**src/rtl/lab_pkg.sv**
```systemverilog
// Shared types and default constants for the switch conditioning path and detector.
package lab_pkg;

  typedef enum logic [1:0] {
    IDLE_LO = 2'd0,
    WAIT_HI = 2'd1,
    IDLE_HI = 2'd2,
    WAIT_LO = 2'd3
  } deb_state_t;

  localparam int DIV_DEF         = 3;
  localparam int DEB_CNT_DEF     = 4;
  localparam int SYNC_STAGES_DEF = 2;

endpackage

```
**src/rtl/tick_gen.sv**
```systemverilog
// Free-running divider producing a one-cycle clock-enable every DIV cycles.
module tick_gen
  import lab_pkg::*;
#(
  parameter int DIV = DIV_DEF
) (
  input  logic clk,
  input  logic rst,
  output logic tick
);

  localparam int CW = $clog2(DIV);
  localparam logic [CW-1:0] LAST = CW'(DIV - 1);

  logic [CW-1:0] dvcnt;

  always_ff @(posedge clk) begin
    if (!rst) begin
      dvcnt <= '0;
    end else if (dvcnt == LAST) begin
      dvcnt <= '0;
    end else begin
      dvcnt <= dvcnt + 1'b1;
    end
  end

  // Gated by rst so no strobe escapes while reset is held.
  assign tick = (dvcnt == LAST) && rst;

endmodule

```
**src/rtl/switch_sampler.sv**
```systemverilog
// Synchronises and debounces the raw switch, then presents it to the detector
// only on the divider tick.
module switch_sampler
  import lab_pkg::*;
#(
  parameter int DIV         = DIV_DEF,
  parameter int DEB_CNT     = DEB_CNT_DEF,
  parameter int SYNC_STAGES = SYNC_STAGES_DEF
) (
  input  logic clk,
  input  logic rst,
  input  logic x_raw,
  output logic tick,
  output logic x,
  output logic x_chg
);

  localparam int DW = (DEB_CNT > 1) ? $clog2(DEB_CNT) : 1;
  localparam logic [DW-1:0] DEB_LAST = DW'(DEB_CNT - 1);

  logic [SYNC_STAGES-1:0] sync_chain;
  logic                   sync;
  deb_state_t             state;
  logic [DW-1:0]          dcnt;
  logic                   stable;

  tick_gen #(.DIV(DIV)) u_tick_gen (
    .clk  (clk),
    .rst  (rst),
    .tick (tick)
  );

  always_ff @(posedge clk) begin
    if (!rst) begin
      sync_chain <= '0;
    end else begin
      sync_chain <= {sync_chain[SYNC_STAGES-2:0], x_raw};
    end
  end

  assign sync = sync_chain[SYNC_STAGES-1];

  // stable is registered alongside the state so it flips on the acceptance edge.
  always_ff @(posedge clk) begin
    if (!rst) begin
      state  <= IDLE_LO;
      dcnt   <= '0;
      stable <= 1'b0;
    end else begin
      case (state)
        IDLE_LO: begin
          if (sync) begin
            state <= WAIT_HI;
            dcnt  <= '0;
          end
        end
        WAIT_HI: begin
          if (!sync) begin
            state <= IDLE_LO;
            dcnt  <= '0;
          end else if (dcnt == DEB_LAST) begin
            state  <= IDLE_HI;
            stable <= 1'b1;
          end else begin
            dcnt <= dcnt + 1'b1;
          end
        end
        IDLE_HI: begin
          if (!sync) begin
            state <= WAIT_LO;
            dcnt  <= '0;
          end
        end
        WAIT_LO: begin
          if (sync) begin
            state <= IDLE_HI;
            dcnt  <= '0;
          end else if (dcnt == DEB_LAST) begin
            state  <= IDLE_LO;
            stable <= 1'b0;
          end else begin
            dcnt <= dcnt + 1'b1;
          end
        end
        default: begin
          state <= IDLE_LO;
          dcnt  <= '0;
        end
      endcase
    end
  end

  always_ff @(posedge clk) begin
    if (!rst) begin
      x     <= 1'b0;
      x_chg <= 1'b0;
    end else if (tick) begin
      x     <= stable;
      x_chg <= (stable != x);
    end else begin
      x_chg <= 1'b0;
    end
  end

endmodule

```
**config.mk**
```make
export PLATFORM = sky130hd
export DESIGN_NAME = switch_sampler
export DESIGN_NICKNAME = d
export VERILOG_FILES = /design/src/rtl/lab_pkg.sv /design/src/rtl/tick_gen.sv /design/src/rtl/switch_sampler.sv
export SDC_FILE = /design/constraint.sdc
export NUM_CORES = 1
export LEC_CHECK = 0
export ABC_AREA = 1
export CAP_MARGIN = 20
export CORE_UTILIZATION = 32
export CTS_BUF_LIST = sky130_fd_sc_hd__clkbuf_4 sky130_fd_sc_hd__clkbuf_8
export DETAILED_ROUTE_END_ITERATION = 8
export PLACE_DENSITY_LB_ADDON = 0.1
export SLEW_MARGIN = 40
export SYNTH_ARGS = -nofsm -noshare
export SYNTH_HDL_FRONTEND = slang
export SYNTH_SLANG_ARGS = --single-unit
```
**constraint.sdc**
```tcl
create_clock -name clk -period 0.8 [get_ports clk]
set_input_delay 0.08 -clock clk [delete_from_list [all_inputs] [get_ports clk]]
set_output_delay 0.08 -clock clk [all_outputs]
set_load 0.02 [all_outputs]
```
# Yosys cells after proc, flatten, opt, wreduce, memory -nomap -nowiden
# Index checks and enable logic that the tools add are counted.
[op_classes]
n_mul = 0
n_bitwise = 1
n_lt_le_gt_ge = 0
add_sub_neg = 2
muxes = 18
n_eq_ne = 14
reduce_logical = 8
shift = 0
div = 0
[op_table]
columns = ["cell", "count"]
rows = [
  ["2-bit 2-to-1 mux", 11],
  ["2-bit one-hot mux with 4 select lines", 2],
  ["2-bit != test, second input constant", 6],
  ["2-bit == test, second input constant", 4],
  ["3-bit != test, second input constant", 2],
  ["5-bit AND reduction", 1],
  ["2-bit by 1-bit adder with 2-bit output, second input constant", 2],
  ["1-bit 2-to-1 mux", 4],
  ["2-bit AND reduction", 2],
  ["4-bit AND reduction", 1],
  ["2-bit by 1-bit == test with 1-bit output, second input constant", 1],
  ["2-bit zero test", 1],
  ["1-bit one-hot mux with 2 select lines", 1],
  ["2-bit nonzero test", 1],
  ["2-bit OR reduction", 1],
  ["1-bit logical AND", 1],
  ["1-bit != test", 1],
  ["1-bit inverter", 1],
]
[totals]
register_bits = 11
output_inout_bits = 3
elab_cells = 50
latchBits = 0
n_memories = 0
input_bits = 3
mem_bits_ro = 0
mem_bits_rw = 0

# Depth between registers and ports, before layout
[logic_depth]
depth_word = 4
depth_mapped = 6
mapped_depth_nobuf = 6

# Hierarchy
# Synthesis repeated with hierarchy kept, for this count alone.
[hier_totals]
cells_unflattened = 59
hier_area_um2 = 430.4
[by_module_without_submodules]
columns = ["mod", "cells_each", "seq_area_each_um2", "instances", "area_per_inst_um2"]
rows = [
  ["switch_sampler", 49, 180.2, 1, 351.6],
  ["tick_gen", 10, 40.0, 1, 78.8],
]

# Worst setup path after synthesis
# OpenSTA, ideal clock, no wires.
[synth_path]
path_kind = "register to register"
from = "register u_tick_gen.dvcnt[0]"
to = "register x_chg"
stages_incl_launch_ff = 7
synth_period_minus_slack_ns = 0.974
path_buffers = 0
setup_slack_ns = -0.174
t_arrival_ns = 0.904
setup_ns = 0.070
required_ns = 0.730
path_cell_list = "dfxtp_1 -> inv_1 -> ha_1 -> nand2_1 -> inv_1 -> o21ai_0 -> a21oi_1"
[synth_between]
elab_chain_cells = 3
[synth_lines]
columns = ["item", "line_no", "text"]
rows = [
  ["start, declared", "tick_gen.sv:15", "logic [CW-1:0] dvcnt;"],
  ["start signal, assigned", "tick_gen.sv:23", "dvcnt <= dvcnt + 1'b1;"],
  ["2-bit == test", "tick_gen.sv:28", "assign tick = (dvcnt == LAST) && rst;"],
  ["1-bit logical AND", "tick_gen.sv:28", ""],
  ["via tick", "switch_sampler.sv:13", "output logic tick,"],
  ["2-bit AND reduction (no line)", "-", ""],
  ["end signal, assigned", "switch_sampler.sv:99", "x_chg <= (stable != x);"],
  ["end, declared", "switch_sampler.sv:15", "output logic x_chg"],
]
# The timed path passes the listed nets, and every way through them passes these cells.
# A chain may end at the register's enable or synchronous reset.

# Worst setup path in the final report
[layout_path]
from = "register u_tick_gen.dvcnt[0]"
to = "output port tick"
[layout_between]
elab_chain_cells = 2
[layout_lines]
columns = ["item", "line_no"]
rows = [
  ["2-bit == test", "tick_gen.sv:28"],
  ["1-bit logical AND", "tick_gen.sv:28"],
  ["end, declared", "switch_sampler.sv:13"],
]
# No other way between the ends.

==> qor.txt <==
Status: complete, but fails checks
Violated checks: negative setup slack
# IOs: 6
Iter 0 DRT Violations: 6
Drt via density: 4.46
Crit start category: flop
Syn Inst Count: 60
Data required time of the critical path: 0.72 ns
Hpwl dp: 558 um
Starting Density: 34.6%
Vias: 406
Core box area: 1300 um^2
CP max FO: 2
Leakage power: 0.000336 uW
Hold_buf cts: 0
Met3 Usage GRT: 6.82%
Final hold vios: 0
Clk sinks: 11
Die footprint: 1560 um^2
Max Cap Viol: 0
Largest net degree at the start of global routing: 7
Drt pass-1 iters: 4
Netlist cell types: 14
CP arrival: 1.00 ns
Crit path time final: 1.08 ns
Max IR drop VDD: 0.000803 V
Ratio of final minimum period to clock period: 135%
Endpoints failing setup: 8
Area grow syn2layout: 58.6%
Drt drc: 0
Crit path buf inv count: 3
Synth warnings: 0
Number of H-tree levels: 1
Slowest cell on crit path: dfxtp_2
Worst setup EP type: primary output
Num rows: 13
Remaining global-route overflow: 0
Final wirelength: 815 um
CTS tree: built
Post-Syn Nets: 64
Grt peak-use layer: met2
Vias in the first global route: 323
Latest clock arrival within the worst-skew pair: 0.26 ns
Global-route wire length before repair: 1250 um
Fin nets: 81
Kind of critical path: reg -> out
Placed Cells: 85
N_diodes: 0
RSZ-0062 raised after global routing: true
Gr usage total: 12.5%
Clk pin slew, worst setup/hold paths: 0.07 ns
CP delay by family, top: flip-flops
Slew headroom: 89.9%
Final Non-Filler Cells: 91
Post-DR wirelength/cell: 8.96 um
Initial antenna violation count: 0
Share of cells above drive strength 1: 64.5%
Hold WC Path Type: in -> reg
Worst Setup Slack, final: -0.282 ns
Max Freq: 0.924 GHz
GPL Wtd Cong: 0.655
Clock skew: 0.00465 ns
Worst Tran Pin Value: 0.152 ns
Die X: 39.5 um
Mapped cell area: 450 um^2
Sequential area share after synthesis: 48.9%
Bufs on Longest Clock Path: 2
Final antenna-violating net count: 0
Met1 global-route usage: 13.4%
Critical path, cell by cell: inv_2 -> ha_4 -> nand2_4 -> inv_4 -> buf_6
Post-place setup slack: -0.581 ns
Syn_area_per_cell: 7.51 um^2
TritonCTS buffer count: 3
Slew Limit Fails: 0
Clock root buffer master: clkbuf_4
Port buffer count: 5
TNS Setup: -0.800 ns
FF+latch count, synth: 11
Fill cell count: 130
Routing usage on met2: 20.1%
Power Dens Cells: 1660 nW/um^2
Die outline height: 39.5 um
Slowest stage delay, CP: 0.33 ns
[where the power goes]
group,internal [uW],switching [uW]
Sequential,570,22.5
Combinational,105,83.6
Clock,227,179
[timing repair]
action | CTS | global route
setup buffers | 1 | 1
pin swaps | 2 | 8
resized for setup | 33 | 21
endpoints found under the setup margin | 12 | 12
gates cloned | 0 | 0
[flip-flops by register name, indices dropped and copies added, names as in the netlist, named ones only]
signal / cells
dcnt: 2
stable: 1
state: 1
sync_chain: 2
u_tick_gen.dvcnt: 2
x: 1
x_chg: 1
[path summary, 6_finish.rpt]
kind                    to  slack (ns)  cells after the start           startpoint
max                   tick       -0.28                      5  u_tick_gen.dvcnt[0]
min          sync_chain[0]        0.34                      3                x_raw
max reg2reg              x       -0.13                      4  u_tick_gen.dvcnt[0]
min reg2reg  sync_chain[1]        0.41                      2        sync_chain[0]
[synth_stat cells, drive strengths merged]
cell | count | share of area [%]
o22ai | 1 | 2.8
o21ai | 2 | 2.2
dfxtp | 11 | 49
ha | 1 | 2.8
nand3 | 5 | 5.6
or2 | 1 | 1.4
nor3 | 1 | 1.1
inv | 13 | 11
nand2 | 15 | 13
a21oi | 5 | 5.6
nor2 | 5 | 5.8
[cells by family after synthesis]
family | share of synthesized area (%)
and+or+nand+nor | 26.9
adders and majority gates | 2.78
buffers and inverters | 10.8
AOI/OAI and AO/OA | 10.6
DFF | 48.9
[routing by layer]
layer	vias up	wire (um)	part of all wire, %
li1	218	-	-
met1	180	350	43
met2	6	415	51
met3	2	38	4.7
met4	0	10	1.2
met5	-	0	0
[placed cells by master, fill, tap and decap left out, types with 4 or more instances in the layout]
master    synthesis  layout
inv_1            12       6
dfxtp_2           0       6
clkbuf_4          0       4
inv_2             1       5
buf_6             0       4
nand2_1          14       8
nand2_2           1       4
buf_4             0       6
[layout make-up]
cell class	instances	area (um^2)	area share, %
Multi-Input combinational cell	36	264	37.0
Sequential cell	11	239	33.5
Timing Repair Buffer	12	109	15.2
Inverter	13	53.8	7.53
Clock buffer	4	30.0	4.20
Tap cell	15	18.8	2.63
[metrics by stage]
step                area [um^2]  total power (uW)  hold WS (ns)  utilization [%]
CTS                         648              1190         0.331             49.8
global placement            579               739         0.392             44.5
finish                      714              1190         0.337             54.9
floorplan                   473               693         0.173                -
global route                714              1250         0.352             54.9
detailed placement          579               742         0.397             44.5
[worst register-to-register path, delay by kind of cell, from the launching register on]
kind	cells	cell delay, ns
DFF	1	0.33
and+or+nand+nor	1	0.25
adders and majority gates	1	0.15
AOI/OAI and AO/OA	1	0.08
buffers and inverters	1	0.04
(Power assumes the default switching activity.)
